===== config.mk =====
export PLATFORM = sky130hd
export DESIGN_NAME = dec_pipe_flat
export DESIGN_NICKNAME = d
export VERILOG_FILES = /design/src/rtl/dec_pipe_if.sv /design/src/rtl/dec_pipe.sv /design/src/flat_wrapper.sv
export SDC_FILE = /design/constraint.sdc
export NUM_CORES = 1
export LEC_CHECK = 0
export BUFFER_PORTS_ARGS = -buffer_cell sky130_fd_sc_hd__buf_2
export CAP_MARGIN = 20
export CORE_MARGIN = 2
export CORE_UTILIZATION = 51
export DETAILED_ROUTE_END_ITERATION = 8
export PLACE_DENSITY = 0.74
export SLEW_MARGIN = 25
export SYNTH_ARGS = -nofsm -noshare
export SYNTH_HDL_FRONTEND = slang
export SYNTH_SLANG_ARGS = --single-unit

===== constraint.sdc =====
create_clock -name clk -period 1.9 [get_ports clk]
set_clock_uncertainty 0.15 [all_clocks]
set_input_delay 0.19 -clock clk [delete_from_list [all_inputs] [get_ports clk]]
set_output_delay 0.19 -clock clk [all_outputs]
set_load 0.01 [all_outputs]

===== src/rtl/dec_pipe_if.sv =====
// Handshake bundle for dec_pipe: code input side, decoded output side,
// and the zero-code statistic.
interface dec_pipe_if;
    logic       in_valid;
    logic       in_ready;
    logic [2:0] in_y;
    logic       out_valid;
    logic       out_ready;
    logic [3:0] out_a;
    logic [7:0] zero_cnt;

    // Upstream/downstream environment side
    modport master (
        output in_valid, in_y, out_ready,
        input  in_ready, out_valid, out_a, zero_cnt
    );

    // Decoder side
    modport slave (
        input  in_valid, in_y, out_ready,
        output in_ready, out_valid, out_a, zero_cnt
    );
endinterface


===== src/rtl/dec_pipe.sv =====
// Priority-code to one-hot decoder with a 2-entry output FIFO and a
// saturating count of accepted "no bit set" codes.
//
// state | meaning
// EMPTY | no stored entry, out_valid low
// ONE   | one entry at read pointer, can still accept
// FULL  | two entries, in_ready low until a pop
module dec_pipe (
    input  logic       clk,
    input  logic       rst_n,
    dec_pipe_if.slave  bus
);

    typedef enum logic [1:0] {
        EMPTY = 2'd0,
        ONE   = 2'd1,
        FULL  = 2'd2
    } occ_t;

    occ_t       state_q;
    occ_t       state_d;
    logic       wr_ptr_q;
    logic       rd_ptr_q;
    logic [7:0] zero_cnt_q;
    logic [3:0] mem [0:1];
    logic       push;
    logic       pop;
    logic [3:0] dec_val;

    // Decode the incoming code; idx is don't-care when v=0
    always_comb begin
        dec_val = 4'b0000;
        if (bus.in_y[2]) begin
            dec_val = 4'b0001 << bus.in_y[1:0];
        end
    end

    // Handshake outputs and occupancy next-state
    always_comb begin
        state_d       = state_q;
        bus.in_ready  = (state_q != FULL) && rst_n;
        bus.out_valid = (state_q != EMPTY);
        bus.out_a     = bus.out_valid ? mem[rd_ptr_q] : 4'b0000;
        bus.zero_cnt  = zero_cnt_q;
        push          = bus.in_valid && bus.in_ready;
        pop           = bus.out_valid && bus.out_ready;
        case (state_q)
            EMPTY: if (push) state_d = ONE;
            ONE: begin
                if (push && !pop)      state_d = FULL;
                else if (pop && !push) state_d = EMPTY;
            end
            FULL:  if (pop) state_d = ONE;
            default: state_d = EMPTY;
        endcase
    end

    // Occupancy state register
    always_ff @(posedge clk) begin
        if (!rst_n) begin
            state_q <= EMPTY;
        end else begin
            state_q <= state_d;
        end
    end

    // Read/write pointers toggle on pop/push
    always_ff @(posedge clk) begin
        if (!rst_n) begin
            wr_ptr_q <= 1'b0;
            rd_ptr_q <= 1'b0;
        end else begin
            if (push) wr_ptr_q <= ~wr_ptr_q;
            if (pop)  rd_ptr_q <= ~rd_ptr_q;
        end
    end

    // Storage is data-only; validity comes from occupancy, so no reset
    always_ff @(posedge clk) begin
        if (rst_n && push) begin
            mem[wr_ptr_q] <= dec_val;
        end
    end

    // Saturating count of accepted v=0 codes
    always_ff @(posedge clk) begin
        if (!rst_n) begin
            zero_cnt_q <= 8'h00;
        end else if (push && !bus.in_y[2] && (zero_cnt_q != 8'hFF)) begin
            zero_cnt_q <= zero_cnt_q + 8'h01;
        end
    end

endmodule


===== src/flat_wrapper.sv =====
// flat-port wrapper written by rule: the top's interface ports become plain ports
module dec_pipe_flat 
  (clk, rst_n, bus_in_valid, bus_in_y, bus_out_ready, bus_in_ready, bus_out_valid, bus_out_a, bus_zero_cnt);
  dec_pipe_if bus_i ();
  input  logic clk;
  input  logic rst_n;
  input wire logic [$bits(bus_i.in_valid)-1:0] bus_in_valid;
  input wire logic [$bits(bus_i.in_y)-1:0] bus_in_y;
  input wire logic [$bits(bus_i.out_ready)-1:0] bus_out_ready;
  output wire logic [$bits(bus_i.in_ready)-1:0] bus_in_ready;
  output wire logic [$bits(bus_i.out_valid)-1:0] bus_out_valid;
  output wire logic [$bits(bus_i.out_a)-1:0] bus_out_a;
  output wire logic [$bits(bus_i.zero_cnt)-1:0] bus_zero_cnt;
  assign bus_i.in_valid = bus_in_valid;
  assign bus_i.in_y = bus_in_y;
  assign bus_i.out_ready = bus_out_ready;
  assign bus_in_ready = bus_i.in_ready;
  assign bus_out_valid = bus_i.out_valid;
  assign bus_out_a = bus_i.out_a;
  assign bus_zero_cnt = bus_i.zero_cnt;
  dec_pipe u_core (.clk(clk), .rst_n(rst_n), .bus(bus_i));
endmodule

==> results.toml <==
[clock_tree]
cts_tree = "yes"
ctsRootBufferMaster = "clkbuf_4"
clk_pin_slew_ps = 110
numCtsBuffers = 3
htreeDepth = 1
clk_latency_ps = 290
clkSinkCount = 21
ctsLongestPathBuffers = 2

[detailed_routing]
drt_iter0_drc = 10
first_pass_iters = 4
wirelength_mm = 1.71
vias_per_cell = 5.32
drc = 0
avgRoutedWirePerCell_um = 11.8
antenna_left = 0
num_vias = 772

[global_routing]
overflow = 0
grt_pass1_wl_mm = 2.75
grt_max_degree = 12
antenna_found_initial = 0
track_usage_pct = 17.9
grt_pass1_vias = 667

[placed_design]
pre_cts_ws_ps = 257
placed_cells = 140
dp_hpwl_mm = 1.29
portBuffers = 20
place_congestion = 0.771
dpl_cell_area_mm2 = 0.00109

[worst_setup_path]
cp_max_fo = 7
cp.required_ps = 1980
worstPathCellList = "nor2b_1 > or3_4 > nor3_1 > mux2i_1"
cp_num_buf_inv = 0
reg2reg_to = "u_core.bus.zero_cnt[4]$_SDFFE_PN0P_"
critPathSlowestCell = "dfxtp_1"
startpoint_type = "flop"
max_stage_delay_ps = 390
endpoint_kind = "flop"
cp_top_family = "simple AND/OR/NAND/NOR gates"
critPathArrivalTime_ps = 1730
r2r_start = "u_core.state_q[1]$_SDFFE_PN0P_"
r2r_slack_ps = 250
path_depth = 4
rr_worst_depth = 4
worstSetupPathType = "reg -> reg"

[timing]
worstMarginPinSlew_ps = 420
period_minus_slack_ps = 1650
fmax_mhz = 605
finalSetupTns_ps = 0
relSlewSlack_pct = 71.8
slew_violations = 0
finalHoldViolCount = 0
rsz0062_at_grt = "false"
setup_viol = 0
finalCritPeriodShare_pct = 86.9
timing.final.ws_setup_ps = 248

[hold_path]
hold_path_depth = 3
min_path_type = "in -> reg"
holdPathEnd = "u_core.bus.zero_cnt[4]$_SDFFE_PN0P_"
hold_start = "rst_n"

[synth]
ys_ff_latch = 21
synth_seq_area_share_pct = 51.7
syn_avg_cell_area_um2 = 9.98
syn_nets = 105
ys_types = 30
ys.warnings.count = 0
synth_area_um2 = 968
syn_inst = 97

[status]
outcome = "complete, no violations"

[power_and_ir_drop]
p_clk_share_pct = 25.8
leakagePower_uw = 0.000475
peakVddDrop_uv = 379
powerDensity_mw_per_mm2 = 693
intPower_uw = 603
p_sw_uw = 180
switching_share_pct = 23.0
comb_power_share_pct = 10.9
seqPwrFrac_pct = 63.3

[finish]
n_antenna_cell = 0
drive_above_1_share_pct = 20.8
final_area_mm2 = 0.00113
utilization_pct = 64.0
finalNetCount = 129
syn_to_final_growth_pct = 16.7
finalNonFillerCells = 145

[run]
drv_cap = 0

[floorplanning]
rows = 15
die_width_um = 47.6
pin_count = 21
die_area_mm2 = 0.00226
initial_core_util_pct = 54.9
core_area_mm2 = 0.00176
fp.dieH_um = 47.6
[cell families (layout without fill, tap and decap cells)]
group	count (synthesis)	count (layout)	share of synthesized area (%)
buf+inv	5	28	2.19
mux	9	9	9.30
compound gates	12	12	7.24
fa+ha+maj	1	1	1.29
flops	21	21	51.7
xor+xnor	2	2	1.81
simple gates	47	47	26.5
[power by group through the flow]
stage	sequential [uW]	combinational, uW	clock (uW)
after floorplan	501	58.1	0
after global placement	505	81.7	0
after detailed placement	506	83.4	0
after CTS	496	85.3	211
after global routing	498	97.7	229
final	496	85.0	202
[worst reg2reg max path: stages, from the launching register on]
cell and delay (ps):
dfxtp_1 390, nor2b_1 190, or3_4 390, nor3_1 270, mux2i_1 210
[registers in the layout (all words and copies together), names as in the netlist, named ones only]
register             flops
u_core.mem               8
u_core.rd_ptr_q          1
u_core.state_q           2
u_core.bus.zero_cnt      8
u_core.wr_ptr_q          1
[cell usage in the layout (no fill, tap or decap), types with 2 or more instances in the layout]
| cell type | instances |
|---|---|
| edfxtp_1 | 8 |
| xor2_1 | 2 |
| nor3b_1 | 3 |
| nand2_1 | 7 |
| or3_1 | 2 |
| and4_1 | 2 |
| nor3_1 | 2 |
| nor2b_1 | 2 |
| dfxtp_1 | 13 |
| o21ai_0 | 4 |
| a21oi_1 | 5 |
| and3_1 | 2 |
| mux2i_1 | 9 |
| nor2_1 | 13 |
| nand3_1 | 6 |
| clkbuf_4 | 3 |
| buf_2 | 20 |
| nand4_1 | 3 |
[worst max path at each step]
stage | startpoint | endpoint | slack [ps]
floorplan | u_core.state_q[1]$_SDFFE_PN0P_ | u_core.bus.zero_cnt[0]$_SDFFE_PN0P_ | 390
global placement | u_core.state_q[1]$_SDFFE_PN0P_ | u_core.bus.zero_cnt[4]$_SDFFE_PN0P_ | 280
detailed placement | u_core.state_q[1]$_SDFFE_PN0P_ | u_core.bus.zero_cnt[4]$_SDFFE_PN0P_ | 260
CTS | u_core.state_q[1]$_SDFFE_PN0P_ | u_core.bus.zero_cnt[4]$_SDFFE_PN0P_ | 240
global route | u_core.state_q[1]$_SDFFE_PN0P_ | u_core.bus.zero_cnt[4]$_SDFFE_PN0P_ | 160
finish | u_core.state_q[1]$_SDFFE_PN0P_ | u_core.bus.zero_cnt[4]$_SDFFE_PN0P_ | 250
[metal layers]
layer / up-vias / wire (um) / global-route usage (%)
li1: 401 / - / -
met1: 348 / 758 / 20.2
met2: 19 / 854 / 31.6
met3: 4 / 64 / 3.40
met4: 0 / 31 / 9.73
met5: - / 0 / 0
[repair_timing]
action                                 4_1_cts  5_1_grt
endpoints found under the hold margin        1        0
setup endpoints to repair                    0        0
buffers inserted                             0        0
gates resized for setup                      0        0
hold buffers                                 1        0
[layout make-up]
type	instances	area [um2]
fill	159	634
sequential	21	500
multi-input combinational	71	447
timing repair buffer	22	118
tap	25	31.3
clock buffer	4	26.3
inverter	2	7.51
[synth_stat cells]
cell / instances / area (um2)
nand2_1: 7 / 26.3
nand3b_1: 1 / 7.51
inv_1: 1 / 3.75
a211oi_1: 1 / 7.51
nor2b_1: 2 / 12.5
nor3_1: 2 / 10.0
xor2_1: 2 / 17.5
nand4_1: 3 / 18.8
nor3b_1: 3 / 22.5
clkbuf_2: 1 / 5.00
and3b_1: 1 / 8.76
or2b_1: 1 / 7.51
and3_1: 2 / 12.5
o22a_1: 1 / 8.76
a311oi_1: 1 / 8.76
o21ai_0: 4 / 20.0
buf_2: 1 / 5.00
clkbuf_1: 1 / 3.75
nor2_1: 13 / 48.8
or3_4: 1 / 11.3
clkinv_1: 1 / 3.75
dfxtp_1: 13 / 260
and4b_1: 1 / 10.0
ha_1: 1 / 12.5
nand3_1: 6 / 30.0
edfxtp_1: 8 / 240
a21oi_1: 5 / 25.0
and4_1: 2 / 17.5
mux2i_1: 9 / 90.1
or3_1: 2 / 12.5
[through the flow]
step	hold slack, ps	power [uW]
6_report	68.4	783
3_3_place_gp	262	587
2_1_floorplan	113	560
4_1_cts	54.3	793
5_1_grt	69.3	825
3_5_place_dp	267	590
No activity file was read; power rests on OpenSTA's default activity.
